$ cat config.mk
export PLATFORM = sky130hd
export DESIGN_NAME = dmem_lsu
export DESIGN_NICKNAME = d
export VERILOG_FILES = /design/src/rtl/dmem_lsu_pkg.sv /design/src/rtl/dmem_lane_align.sv /design/src/rtl/dmem_lsu.sv
export SDC_FILE = /design/constraint.sdc
export NUM_CORES = 1
export LEC_CHECK = 0
export CAP_MARGIN = 20
export CELL_PAD_IN_SITES_DETAIL_PLACEMENT = 1
export CELL_PAD_IN_SITES_GLOBAL_PLACEMENT = 2
export CORE_UTILIZATION = 29
export DETAILED_ROUTE_END_ITERATION = 10
export GPL_TIMING_DRIVEN = 0
export PLACE_DENSITY_LB_ADDON = 0.3
export SLEW_MARGIN = 20
export SYNTH_ARGS = -nofsm -noshare
export SYNTH_HDL_FRONTEND = slang
export SYNTH_HIERARCHICAL = 1
export SYNTH_SLANG_ARGS = --single-unit
$ cat constraint.sdc
create_clock -name clk -period 4.3 [get_ports clk]
set_input_delay 0.43 -clock clk [delete_from_list [all_inputs] [get_ports clk]]
set_output_delay 0.43 -clock clk [all_outputs]
set_load 0.03 [all_outputs]
$ cat src/rtl/dmem_lsu_pkg.sv
// dmem_lsu_pkg: size/state encodings and defaults shared by the LSU.
// Option macro used by dmem_lsu: DMEM_LSU_MISALIGN_TRAP_EN.
package dmem_lsu_pkg;

  localparam int unsigned RAM_SIZE_DEF = 256;

  localparam logic [1:0] SZ_BYTE = 2'd0;
  localparam logic [1:0] SZ_HALF = 2'd1;
  localparam logic [1:0] SZ_WORD = 2'd2;

  typedef enum logic [2:0] {
    IDLE,
    LOAD,
    RMW_RD,
    WRITE,
    RESP
  } lsu_state_e;

  function automatic logic [31:0] word_addr(
    input logic [31:0] a
  );
    return {a[31:2], 2'b00};
  endfunction

endpackage

$ cat src/rtl/dmem_lane_align.sv
// dmem_lane_align: combinational lane extract/extend (load) and merge (store).
// In: size_i, sgn_i, lane_i, rdata_i, wdata_i  Out: ld_data_o, st_word_o.
module dmem_lane_align
  import dmem_lsu_pkg::*;
(
  input  logic [1:0]  size_i,
  input  logic        sgn_i,
  input  logic [1:0]  lane_i,
  input  logic [31:0] rdata_i,
  input  logic [31:0] wdata_i,
  output logic [31:0] ld_data_o,
  output logic [31:0] st_word_o
);

  logic [7:0]  byte_sel;
  logic [15:0] half_sel;

  always_comb begin
    byte_sel = rdata_i[7:0];
    case (lane_i)
      2'd1:    byte_sel = rdata_i[15:8];
      2'd2:    byte_sel = rdata_i[23:16];
      2'd3:    byte_sel = rdata_i[31:24];
      default: byte_sel = rdata_i[7:0];
    endcase
    half_sel = lane_i[1] ? rdata_i[31:16] : rdata_i[15:0];
  end

  always_comb begin
    ld_data_o = rdata_i;
    st_word_o = wdata_i;
    case (size_i)
      SZ_BYTE: begin
        ld_data_o = {{24{sgn_i & byte_sel[7]}}, byte_sel};
        st_word_o = rdata_i;
        case (lane_i)
          2'd1:    st_word_o[15:8]  = wdata_i[7:0];
          2'd2:    st_word_o[23:16] = wdata_i[7:0];
          2'd3:    st_word_o[31:24] = wdata_i[7:0];
          default: st_word_o[7:0]   = wdata_i[7:0];
        endcase
      end
      SZ_HALF: begin
        ld_data_o = {{16{sgn_i & half_sel[15]}}, half_sel};
        st_word_o = lane_i[1] ? {wdata_i[15:0], rdata_i[15:0]}
                              : {rdata_i[31:16], wdata_i[15:0]};
      end
      default: begin
        ld_data_o = rdata_i;
        st_word_o = wdata_i;
      end
    endcase
  end

endmodule

$ cat src/rtl/dmem_lsu.sv
// dmem_lsu: load/store initiator to word memory; sub-word stores via RMW.
// Ports: req_* from CPU, resp_* completion, mem_* word port. Option: DMEM_LSU_MISALIGN_TRAP_EN.
module dmem_lsu
  import dmem_lsu_pkg::*;
#(
  parameter int unsigned RAM_SIZE = RAM_SIZE_DEF
) (
  input  logic        clk,
  input  logic        reset,
  input  logic        req_valid,
  output logic        req_ready,
  input  logic        req_we,
  input  logic [1:0]  req_size,
  input  logic        req_signed,
  input  logic [31:0] req_addr,
  input  logic [31:0] req_wdata,
  output logic        resp_valid,
  output logic [31:0] resp_rdata,
  output logic        resp_err,
  output logic        mem_rd,
  output logic        mem_wr,
  output logic [31:0] mem_addr,
  output logic [31:0] mem_wdata,
  input  logic [31:0] mem_rdata
);

  localparam logic [32:0] ADDR_LIM = 33'(RAM_SIZE) << 2;

  lsu_state_e  state_q, state_d;
  logic [1:0]  size_q, size_d;
  logic        sgn_q, sgn_d;
  logic [1:0]  lane_q, lane_d;
  logic [31:0] wdata_q, wdata_d;

  logic        mem_rd_q, mem_rd_d;
  logic        mem_wr_q, mem_wr_d;
  logic [31:0] mem_addr_q, mem_addr_d;
  logic [31:0] mem_wdata_q, mem_wdata_d;
  logic        resp_valid_q, resp_valid_d;
  logic [31:0] resp_rdata_q, resp_rdata_d;
  logic        resp_err_q, resp_err_d;

  logic        req_oor;
  logic        req_mis;
  logic        req_err;
  logic [31:0] ld_data;
  logic [31:0] st_word;

  dmem_lane_align u_align (
    .size_i    (size_q),
    .sgn_i     (sgn_q),
    .lane_i    (lane_q),
    .rdata_i   (mem_rdata),
    .wdata_i   (wdata_q),
    .ld_data_o (ld_data),
    .st_word_o (st_word)
  );

  assign req_ready = (state_q == IDLE) && !reset;
  assign req_oor   = {1'b0, req_addr} >= ADDR_LIM;

`ifdef DMEM_LSU_MISALIGN_TRAP_EN
  assign req_mis = (req_size == SZ_HALF && req_addr[0])
                || (req_size[1] && req_addr[1:0] != 2'b00);
`else
  assign req_mis = 1'b0;
`endif

  assign req_err = req_oor | req_mis;

  always_comb begin
    state_d      = state_q;
    size_d       = size_q;
    sgn_d        = sgn_q;
    lane_d       = lane_q;
    wdata_d      = wdata_q;
    mem_rd_d     = 1'b0;
    mem_wr_d     = 1'b0;
    mem_addr_d   = '0;
    mem_wdata_d  = '0;
    resp_valid_d = 1'b0;
    resp_rdata_d = '0;
    resp_err_d   = 1'b0;
    unique case (state_q)
      IDLE: begin
        if (req_valid && req_ready) begin
          size_d  = req_size;
          sgn_d   = req_signed;
          lane_d  = req_addr[1:0];
          wdata_d = req_wdata;
          if (req_err) begin
            state_d      = RESP;
            resp_valid_d = 1'b1;
            resp_err_d   = 1'b1;
          end else if (!req_we) begin
            state_d    = LOAD;
            mem_rd_d   = 1'b1;
            mem_addr_d = word_addr(req_addr);
          end else if (req_size[1]) begin
            state_d     = WRITE;
            mem_wr_d    = 1'b1;
            mem_addr_d  = word_addr(req_addr);
            mem_wdata_d = req_wdata;
          end else begin
            state_d    = RMW_RD;
            mem_rd_d   = 1'b1;
            mem_addr_d = word_addr(req_addr);
          end
        end
      end
      LOAD: begin
        state_d      = RESP;
        resp_valid_d = 1'b1;
        resp_rdata_d = ld_data;
      end
      RMW_RD: begin
        // merged word lands directly in the write-data register
        state_d     = WRITE;
        mem_wr_d    = 1'b1;
        mem_addr_d  = mem_addr_q;
        mem_wdata_d = st_word;
      end
      WRITE: begin
        state_d      = RESP;
        resp_valid_d = 1'b1;
      end
      RESP: begin
        state_d = IDLE;
      end
      default: begin
        state_d = IDLE;
      end
    endcase
  end

  always_ff @(posedge clk) begin
    if (reset) begin
      state_q      <= IDLE;
      size_q       <= '0;
      sgn_q        <= 1'b0;
      lane_q       <= '0;
      wdata_q      <= '0;
      mem_rd_q     <= 1'b0;
      mem_wr_q     <= 1'b0;
      mem_addr_q   <= '0;
      mem_wdata_q  <= '0;
      resp_valid_q <= 1'b0;
      resp_rdata_q <= '0;
      resp_err_q   <= 1'b0;
    end else begin
      state_q      <= state_d;
      size_q       <= size_d;
      sgn_q        <= sgn_d;
      lane_q       <= lane_d;
      wdata_q      <= wdata_d;
      mem_rd_q     <= mem_rd_d;
      mem_wr_q     <= mem_wr_d;
      mem_addr_q   <= mem_addr_d;
      mem_wdata_q  <= mem_wdata_d;
      resp_valid_q <= resp_valid_d;
      resp_rdata_q <= resp_rdata_d;
      resp_err_q   <= resp_err_d;
    end
  end

  assign mem_rd     = mem_rd_q;
  assign mem_wr     = mem_wr_q;
  assign mem_addr   = mem_addr_q;
  assign mem_wdata  = mem_wdata_q;
  assign resp_valid = resp_valid_q;
  assign resp_rdata = resp_rdata_q;
  assign resp_err   = resp_err_q;

endmodule

Yosys cells after proc, flatten, opt, wreduce, memory -nomap -nowiden
Index checks and enable logic that the tools add are counted.
Word-level totals
  output and inout bits: 101
  register bits after elaboration: 140
  input port bits: 103
  logic and storage cells: 69
Cells by class
  reduce and logical (&&, ||, !) cells: 11
  bitwise operators: 5
  eq/ne operators: 8
  muxes and demuxes: 32
  magnitude comparators: 1
Operators by type and width (number)
  32-bit case mux with 2 select lines: 4
  32-bit 2-to-1 mux: 7
  32-bit by 11-bit >= comparator with 1-bit output, second input constant: 1
  8-bit 2-to-1 mux: 4
  8-bit case mux with 3 select lines: 1
  16-bit 2-to-1 mux: 1
  1-bit 2-to-1 mux: 9
  3-bit case mux with 3 select lines: 1
  3-bit by 2-bit == test with 1-bit output, second input constant: 2
  3-bit 2-to-1 mux: 2
  2-bit OR reduction: 3
  2-bit by 1-bit == test with 1-bit output, second input constant: 2
  2-bit == test, second input constant: 2
  1-bit case mux with 2 select lines: 2
  4-bit OR reduction: 1
  3-bit by 1-bit == test with 1-bit output, second input constant: 1
  3-bit logical NOT: 1
  1-bit inverter: 3
  3-bit OR reduction: 1
  1-bit bitwise AND: 2
  1-bit logical AND: 2
  2-bit logical NOT: 1
  2-bit 2-to-1 mux: 1
  2-bit by 1-bit inequality test with 1-bit output, second input constant: 1
  2 further kinds: 2

Longest topological paths before layout
Gate-level depths: netlist of the first run.
  depth in word-level cells: 5
  gate-level depth with buffers: 7
  gate-level depth less buffers: 4

By module
The synthesis of the first run kept the hierarchy.
Modules (own cells, without submodules)
  dmem_lsu: times used 1, area an instance 4300.4 µm², seq. area each 2762.6 µm², cells an instance 403
  dmem_lane_align: times used 1, area an instance 1712.9 µm², seq. area each 0.0 µm², cells an instance 236

Least setup slack after synthesis of the first run
Ideal clock, no wire load.
  kind: input to register
  start point: input port reset
  end point: register mem_wdata_q[21], in the netlist mem_wdata[21]
  path slack: 1.786 ns
  arrival: 2.455 ns
  library setup time: 0.059 ns
  path buffers: 2
  required time: 4.241 ns
  stages: 6
  cell sequence: buf_2 nor4_1 nand3_1 nor4_4 buf_6 a22o_1
Between the ends
  longest elaborated chain between the ends: 5
Ends and longest elaborated chain
  start: declaration: line dmem_lsu.sv:9  | input logic reset,
  1-bit logical NOT: line dmem_lsu.sv:59  | assign req_ready = (state_q == IDLE) && !reset;
  1-bit logical AND: line dmem_lsu.sv:59
  net req_ready: line dmem_lsu.sv:11  | output logic req_ready,
  1-bit logical AND: line dmem_lsu.sv:86  | if (req_valid && req_ready) begin
  32-bit 2-to-1 mux: line dmem_lsu.sv:86
  32-bit case mux with 2 select lines: line dmem_lsu.sv:84  | unique case (state_q)
  end signal: assignment: line dmem_lsu.sv:159  | mem_wdata_q <= mem_wdata_d;
  end: declaration: line dmem_lsu.sv:38  | logic [31:0] mem_wdata_q, mem_wdata_d;
The timed path passes the listed nets, and every way through them passes these cells.
A chain may end at the register's enable or synchronous reset.

Worst setup path after layout of the first run
  start point: register state_q[2]
  end point: output port req_ready
Between the ends
  longest elaborated chain between the ends: 2
Ends and longest elaborated chain
  start: declaration: line dmem_lsu.sv:29  | lsu_state_e state_q, state_d;
  start signal: assignment: line dmem_lsu.sv:151  | state_q <= state_d;
  3-bit logical NOT: line dmem_lsu.sv:59
  1-bit logical AND: line dmem_lsu.sv:59
  end: declaration: line dmem_lsu.sv:11
Every way passes these cells.

==> impl_metrics.yaml, run 1 <==
sta:
  fin_crit_sh_pct: 59.2
  hold_viol: 0
  fin_tns_setup_ns: 0
  relSlewSlack_pct: 55.2
  rsz0062_at_grt: "false"
  fin_worst_skew_ns: 0.0164
  worst_slew_pin_slew_ns: 0.667
  period_needed_ns: 2.55
  finalSetupViolCount: 0
  fmax_mhz: 393
  slew_viol_final: 0
place:
  placed_cells: 1111
  hpwlAfterDp_mm: 17.5
  io_buffers: 200
  gp_congestion: 0.845
logic_synthesis:
  yosysUniqueCellTypes: 47
  postSynthAreaPerCell_sq_um: 9.41
  ys_top_cells_by_area: "dfxtp_1 46%, mux2i_1 6.8%, nand2_1 6.7%"
  synthArstFlopShare_pct: 0
  ys_ff_latch: 138
  netlist_area_sq_mm: 0.00601
  ys_seq_area_share_pct: 45.9
  synth-edff-count: 0
  synth_top_area_share_pct: 45.9
  ys_warn_count: 6
  netlist_instances: 639
  synth_flop_cell: "dfxtp_1"
  synth_largest_area_cell: "dfxtp_1"
grt:
  antenna_found_initial: 0
  first_global_vias: 6052
  grt_pass1_wl_mm: 34.7
  grt_max_degree: 17
  overflow: 0
  grtUsageTotal_pct: 21.3
die:
  io_pins: 204
  initial_utilization_pct: 29.6
  placementRows: 52
  die-area_sq_mm: 0.0213
  core-area_sq_mm: 0.0203
  die-width_um: 146
  die_h_um: 146
power_and_ir_drop:
  power.switching_uw: 790
  combPwrFrac_pct: 11.5
  swShare_pct: 24.8
  seqPwrFrac_pct: 41.3
  power-per-cell-area_mw_per_mm2: 355
  clkPwrFrac_pct: 47.2
  internal-power_mw: 2.39
  leakagePower_nw: 3.53
  vdd_drop_max_mv: 0.243
worst_hold_path:
  hold_path_class: "reg2reg"
route:
  route.detailed.drc: 0
  vias: 5663
  wl_per_cell_um: 19.5
  avgViaCountPerCell: 4.96
  ant_nets: 0
  drt-pass1-iter-count: 4
  drtIter0Drc: 307
  routed_wl_mm: 22.3
cts:
  cts_tree: "done"
  cts.sinks: 138
  cts.clk_slew.worst_paths_ns: 0.06
  post_cts_resized: 0
  worstSkewPairLatency_ns: 0.42
  cts_buffers: 17
  cts_hold_buffers: 0
  cts_max_level: 4
  post_cts_buffers: 0
  clockRootBuffer: "clkbuf_16"
  clock_path_buffers: 2
finish:
  final_nets: 963
  fin_cells: 1142
  drive_gt1_share_pct: 10.2
  diodes: 0
  fillers: 2317
  area_growth_pct: 49.1
worst_setup_path:
  worstSetupEndpointType: "output port"
  worstSetupPathType: "reg2out"
  cp.arrival_ns: 2.12
  critPathRequiredTime_ns: 3.87
  start_kind: "register"
  max_stage_delay_ns: 0.78
  crit_chain: "buf_6 -> nor4_1 -> clkdlybuf4s50_1"
  crit_fanout: 7
  crit_slowest_cell: "clkdlybuf4s50_1"
run:
  max_cap_viol_count: 0
outcome:
  status: "completed"
==> power by group through the flow <==
stage	registers [mW]	clock network (mW)	logic (mW)
after floorplan	1.34	0	0.177
after global placement	1.34	0	0.357
after detailed placement	1.34	0	0.364
after CTS	1.32	1.54	0.366
after global routing	1.32	1.58	0.394
final	1.32	1.50	0.366
==> cell usage in the layout, fill, tap and decap left out, types with 8 or more instances in the layout <==
cell type | netlist | layout
and3_1 | 29 | 29
a21oi_1 | 38 | 38
a22o_1 | 40 | 40
clkbuf_16 | 0 | 17
buf_2 | 13 | 14
a221o_1 | 8 | 8
clkbuf_1 | 29 | 31
o221ai_1 | 16 | 16
nand3_1 | 34 | 34
and2_1 | 34 | 34
clkdlybuf4s50_1 | 0 | 200
mux2_2 | 16 | 16
nand2_1 | 108 | 108
o21ai_0 | 8 | 8
nor2_1 | 11 | 11
buf_6 | 8 | 8
dfxtp_1 | 138 | 138
mux2i_1 | 41 | 41
==> flip-flops by register name, summed over array words and instances, names as in the netlist <==
name,count
resp_valid,1
resp_err,1
state_q,3
mem_addr,30
size_q,2
lane_q,2
mem_rd,1
mem_wdata,32
sgn_q,1
resp_rdata,32
wdata_q,32
mem_wr,1
==> final timing paths <==
path                       to  cells after the start  slack (ns)   startpoint
setup / recovery    req_ready                      3        1.75   state_q[2]
hold / removal    wdata_q[31]                      2        0.46  wdata_q[31]
setup reg to reg  wdata_q[12]                      5        2.19   state_q[1]
hold reg to reg   wdata_q[31]                      2        0.46  wdata_q[31]
==> metal layers <==
metal | global-route usage (%) | share of wire, % | vias to the layer above
met5 | 0 | 0 | -
met2 | 35.7 | 48 | 167
met4 | 7.45 | 1.8 | 0
met1 | 26.8 | 45 | 2742
li1 | - | - | 2730
met3 | 5.02 | 5.6 | 24
==> worst max-delay path, delay by kind of cell, from the launching register on <==
family	cells	cell delay [ns]
and+or+nand+nor	1	0.47
buffers and inverters	2	0.91
DFF	1	0.31
==> synthesized netlist by cell type (11+ instances only) <==
| master | n |
|---|---|
| nor2_1 | 11 |
| a21oi_1 | 38 |
| nand3_1 | 34 |
| and2_1 | 34 |
| mux2_2 | 16 |
| dfxtp_1 | 138 |
| buf_2 | 13 |
| a22o_1 | 40 |
| nand2_1 | 108 |
| o221ai_1 | 16 |
| and3_1 | 29 |
| mux2i_1 | 41 |
| clkbuf_1 | 29 |
==> stage by stage <==
| step | hold WS [ns] | setup WS [ns] | util, % | power (mW) | area (sq um) |
|---|---|---|---|---|---|
| floorplan | 0.436 | 1.79 | - | 1.51 | 6020 |
| global placement | 0.449 | 1.72 | 41.2 | 1.70 | 8360 |
| detailed placement | 0.454 | 1.69 | 41.2 | 1.71 | 8370 |
| CTS | 0.462 | 1.77 | 44.2 | 3.22 | 8970 |
| global route | 0.482 | 1.69 | 44.2 | 3.30 | 8970 |
| finish | 0.461 | 1.75 | 44.2 | 3.18 | 8970 |
==> cell families (layout without fill, tap and decap cells) <==
| group | Yosys count | after routing | synth area share (%) |
|---|---|---|---|
| AND/OR/NAND/NOR | 247 | 247 | 21.2 |
| AO/OA/AOI/OAI | 134 | 134 | 17.2 |
| buffers and inverters | 61 | 293 | 5.51 |
| multiplexers | 58 | 58 | 10.1 |
| flip-flops | 138 | 138 | 45.9 |
| other | 1 | 2 | 0.0624 |
==> cell type report <==
type / count / area [sq um] / share of cell area [%]
inverter: 2 / 7.51 / 0.0837
sequential: 138 / 2760 / 30.8
tap: 270 / 338 / 3.77
clock inverter: 12 / 166 / 1.86
timing repair buffer: 201 / 2010 / 22.4
buffer: 59 / 324 / 3.61
multi-input combinational: 441 / 2930 / 32.7
clock buffer: 19 / 433 / 4.83
Power figures use the tool's default switching activity.
==> run 2, diff against run 1 <==
Settings changed: CORE_UTILIZATION 29 to 24.
Clock period 4.3 ns to 2.2 ns, I/O delays scaled along.
==> run 2 against run 1 <==
  * Count of clock-buffer cells in the layout shrank 2
  * Clock power grew 94%
  * Cell count rose by 4.9%
  * Sequential share of layout area decreased by 0.32 points
  * Via count shrank 1.9%
  * Die area rose by 21%
  * Cell area rose by 1.1%
  * Flip-flop and latch count unchanged
  * Clock skew shrank 0.0077 ns
  * Largest power group unchanged
==> impl_metrics.yaml, run 2 (synthesized netlist as in run 1, its figures left out) <==
power_and_ir_drop:
  leakagePower_nw: 3.55
  power-per-cell-area_mw_per_mm2: 683
  power_mw: 6.19
  vdd_drop_max_mv: 0.422
sta:
  relSlewSlack_pct: 57.7
  fin_crit_sh_pct: 89.9
  rsz0062_at_grt: "false"
  fmax_mhz: 506
  hold_viol: 0
  worst_slew_pin_slew_ns: 0.634
  setup_ws_ns: 0.223
  slew_viol_final: 0
  fin_worst_skew_ns: 0.00871
  period_needed_ns: 1.98
  finalSetupViolCount: 0
grt:
  grt_pass1_wl_mm: 34.5
  first_global_vias: 5674
  grt_max_degree: 17
  grtUsageTotal_pct: 17.8
  overflow: 0
  antenna_found_initial: 0
cts:
  clock_path_buffers: 2
  cts_tree: "done"
  cts_max_level: 4
  cts.sinks: 138
  worstSkewPairLatency_ns: 0.42
  clockRootBuffer: "clkbuf_16"
  cts.clk_slew.worst_paths_ns: 0.07
  cts_buffers: 17
worst_setup_path:
  cp.arrival_ns: 2.34
  worstSetupPathType: "reg2reg"
  rr_startpoint: "state_q[2]"
  worstSetupEndpointType: "register"
  critPathRequiredTime_ns: 2.56
  worst_r2r_endpoint: "mem_addr[4]"
  r2r_cells: 6
  reg2reg_slack_ns: 0.22
  crit_fanout: 10
  start_kind: "register"
finish:
  mostFrequentLayoutCells: "199 x clkdlybuf4s50_1, 138 x dfxtp_1, 108 x nand2_1, 41 x mux2i_1, 40 x a22o_1"
  multi_input_area_sq_mm: 0.00294
  area_growth_pct: 50.7
  drive_gt1_share_pct: 10.9
  final_nets: 964
  diodes: 0
  postLayoutCellArea_sq_mm: 0.00906
  fillers: 2837
  final_common_cell: "clkdlybuf4s50_1"
  ff_latch_area_sq_mm: 0.00276
route:
  ant_nets: 0
  drtIter0Drc: 263
  drt-pass1-iter-count: 4
  avgViaCountPerCell: 4.64
  wl_per_cell_um: 18.8
  route.detailed.drc: 0
  vias: 5555
  routed_wl_mm: 22.5
worst_hold_path:
  hold_path_class: "in2reg"
  worstHoldPathCells: 4
  min_from: "reset"
  holdPathEnd: "size_q[1]"
die:
  io_pins: 204
  die_h_um: 160
  core-area_sq_mm: 0.0245
  die-area_sq_mm: 0.0257
  die-width_um: 160
  initial_utilization_pct: 24.6
  placementRows: 57
place:
  io_buffers: 200
  gp_congestion: 0.794
  hpwlAfterDp_mm: 17.5
  dp_slack_ns: -0.121
  place_area_sq_mm: 0.00844
outcome:
  status: "completed"
run:
  max_cap_viol_count: 0
## run 2: cell types whose count changed in the layout (fill, tap and decap cells not counted), sizes merged
cell / change
clkinvlp: -2
bufinv: -2
clkbuf: -2
buf: +1
dlygate4sd2: +1
clkinv: -1
clkdlybuf4s50: -1
inv: +8
## run 2: worst max path at each step
stage                      to          from  cells after the start
6_report          mem_addr[4]    state_q[2]                      6
5_1_grt           mem_addr[8]    state_q[2]                      6
4_1_cts         mem_wdata[31]    state_q[2]                      6
3_5_place_dp    mem_wdata[31]  req_addr[11]                      6
3_3_place_gp   resp_rdata[13]    state_q[0]                      3
2_1_floorplan   mem_wdata[21]    state_q[2]                      6
## run 2: report_power, final
part | switching [mW] | total [mW] | internal (mW)
Clock | 1.28 | 2.91 | 1.63
Combinational | 0.363 | 0.713 | 0.351
Sequential | 0.0394 | 2.57 | 2.53
Total | 1.68 | 6.19 | 4.51
## run 2: stage by stage
stage	util [%]	cells	hold slack [ns]	TNS (ns)
2_1_floorplan	-	640	0.311	0
3_3_place_gp	34.5	1164	0.446	-11.97
3_5_place_dp	34.5	1165	0.454	-3.19
4_1_cts	37.0	1197	0.332	0
5_1_grt	37.0	1198	0.364	0
6_report	37.0	1198	0.335	0
## run 2: final cells by class
cell class | instances | share of cell area (%)
tap | 324 | 4.47
clock inverter | 15 | 1.91
timing repair buffer | 202 | 22.4
multi-input combinational | 441 | 32.4
buffer | 59 | 3.59
sequential | 138 | 30.5
clock buffer | 17 | 4.69
inverter | 2 | 0.0828
## run 2: timing repair
item	in CTS	in global routing
endpoints found under the setup margin	1	30
hold buffers	0	0
pin swaps	0	1
resized for setup	1	2
hold endpoints to repair	0	0
buffers inserted	0	1
## run 2: metal layers
metal / wire length [um] / vias up / track usage (%) / part of all wire (%)
met5: 0 / - / 0 / 0
met4: 325 / 0 / 4.85 / 1.4
met3: 1480 / 16 / 4.93 / 6.6
met2: 10500 / 186 / 28.8 / 47
met1: 10200 / 2620 / 23.1 / 45
li1: - / 2733 / - / -
## run 2: worst max-delay path, cell delays in order (launching register included)
cell	delay, ns
dfxtp_1	0.31
buf_6	0.13
nor3_4	0.32
and2_1	0.17
clkbuf_1	0.33
clkbuf_1	0.44
a22o_1	0.22
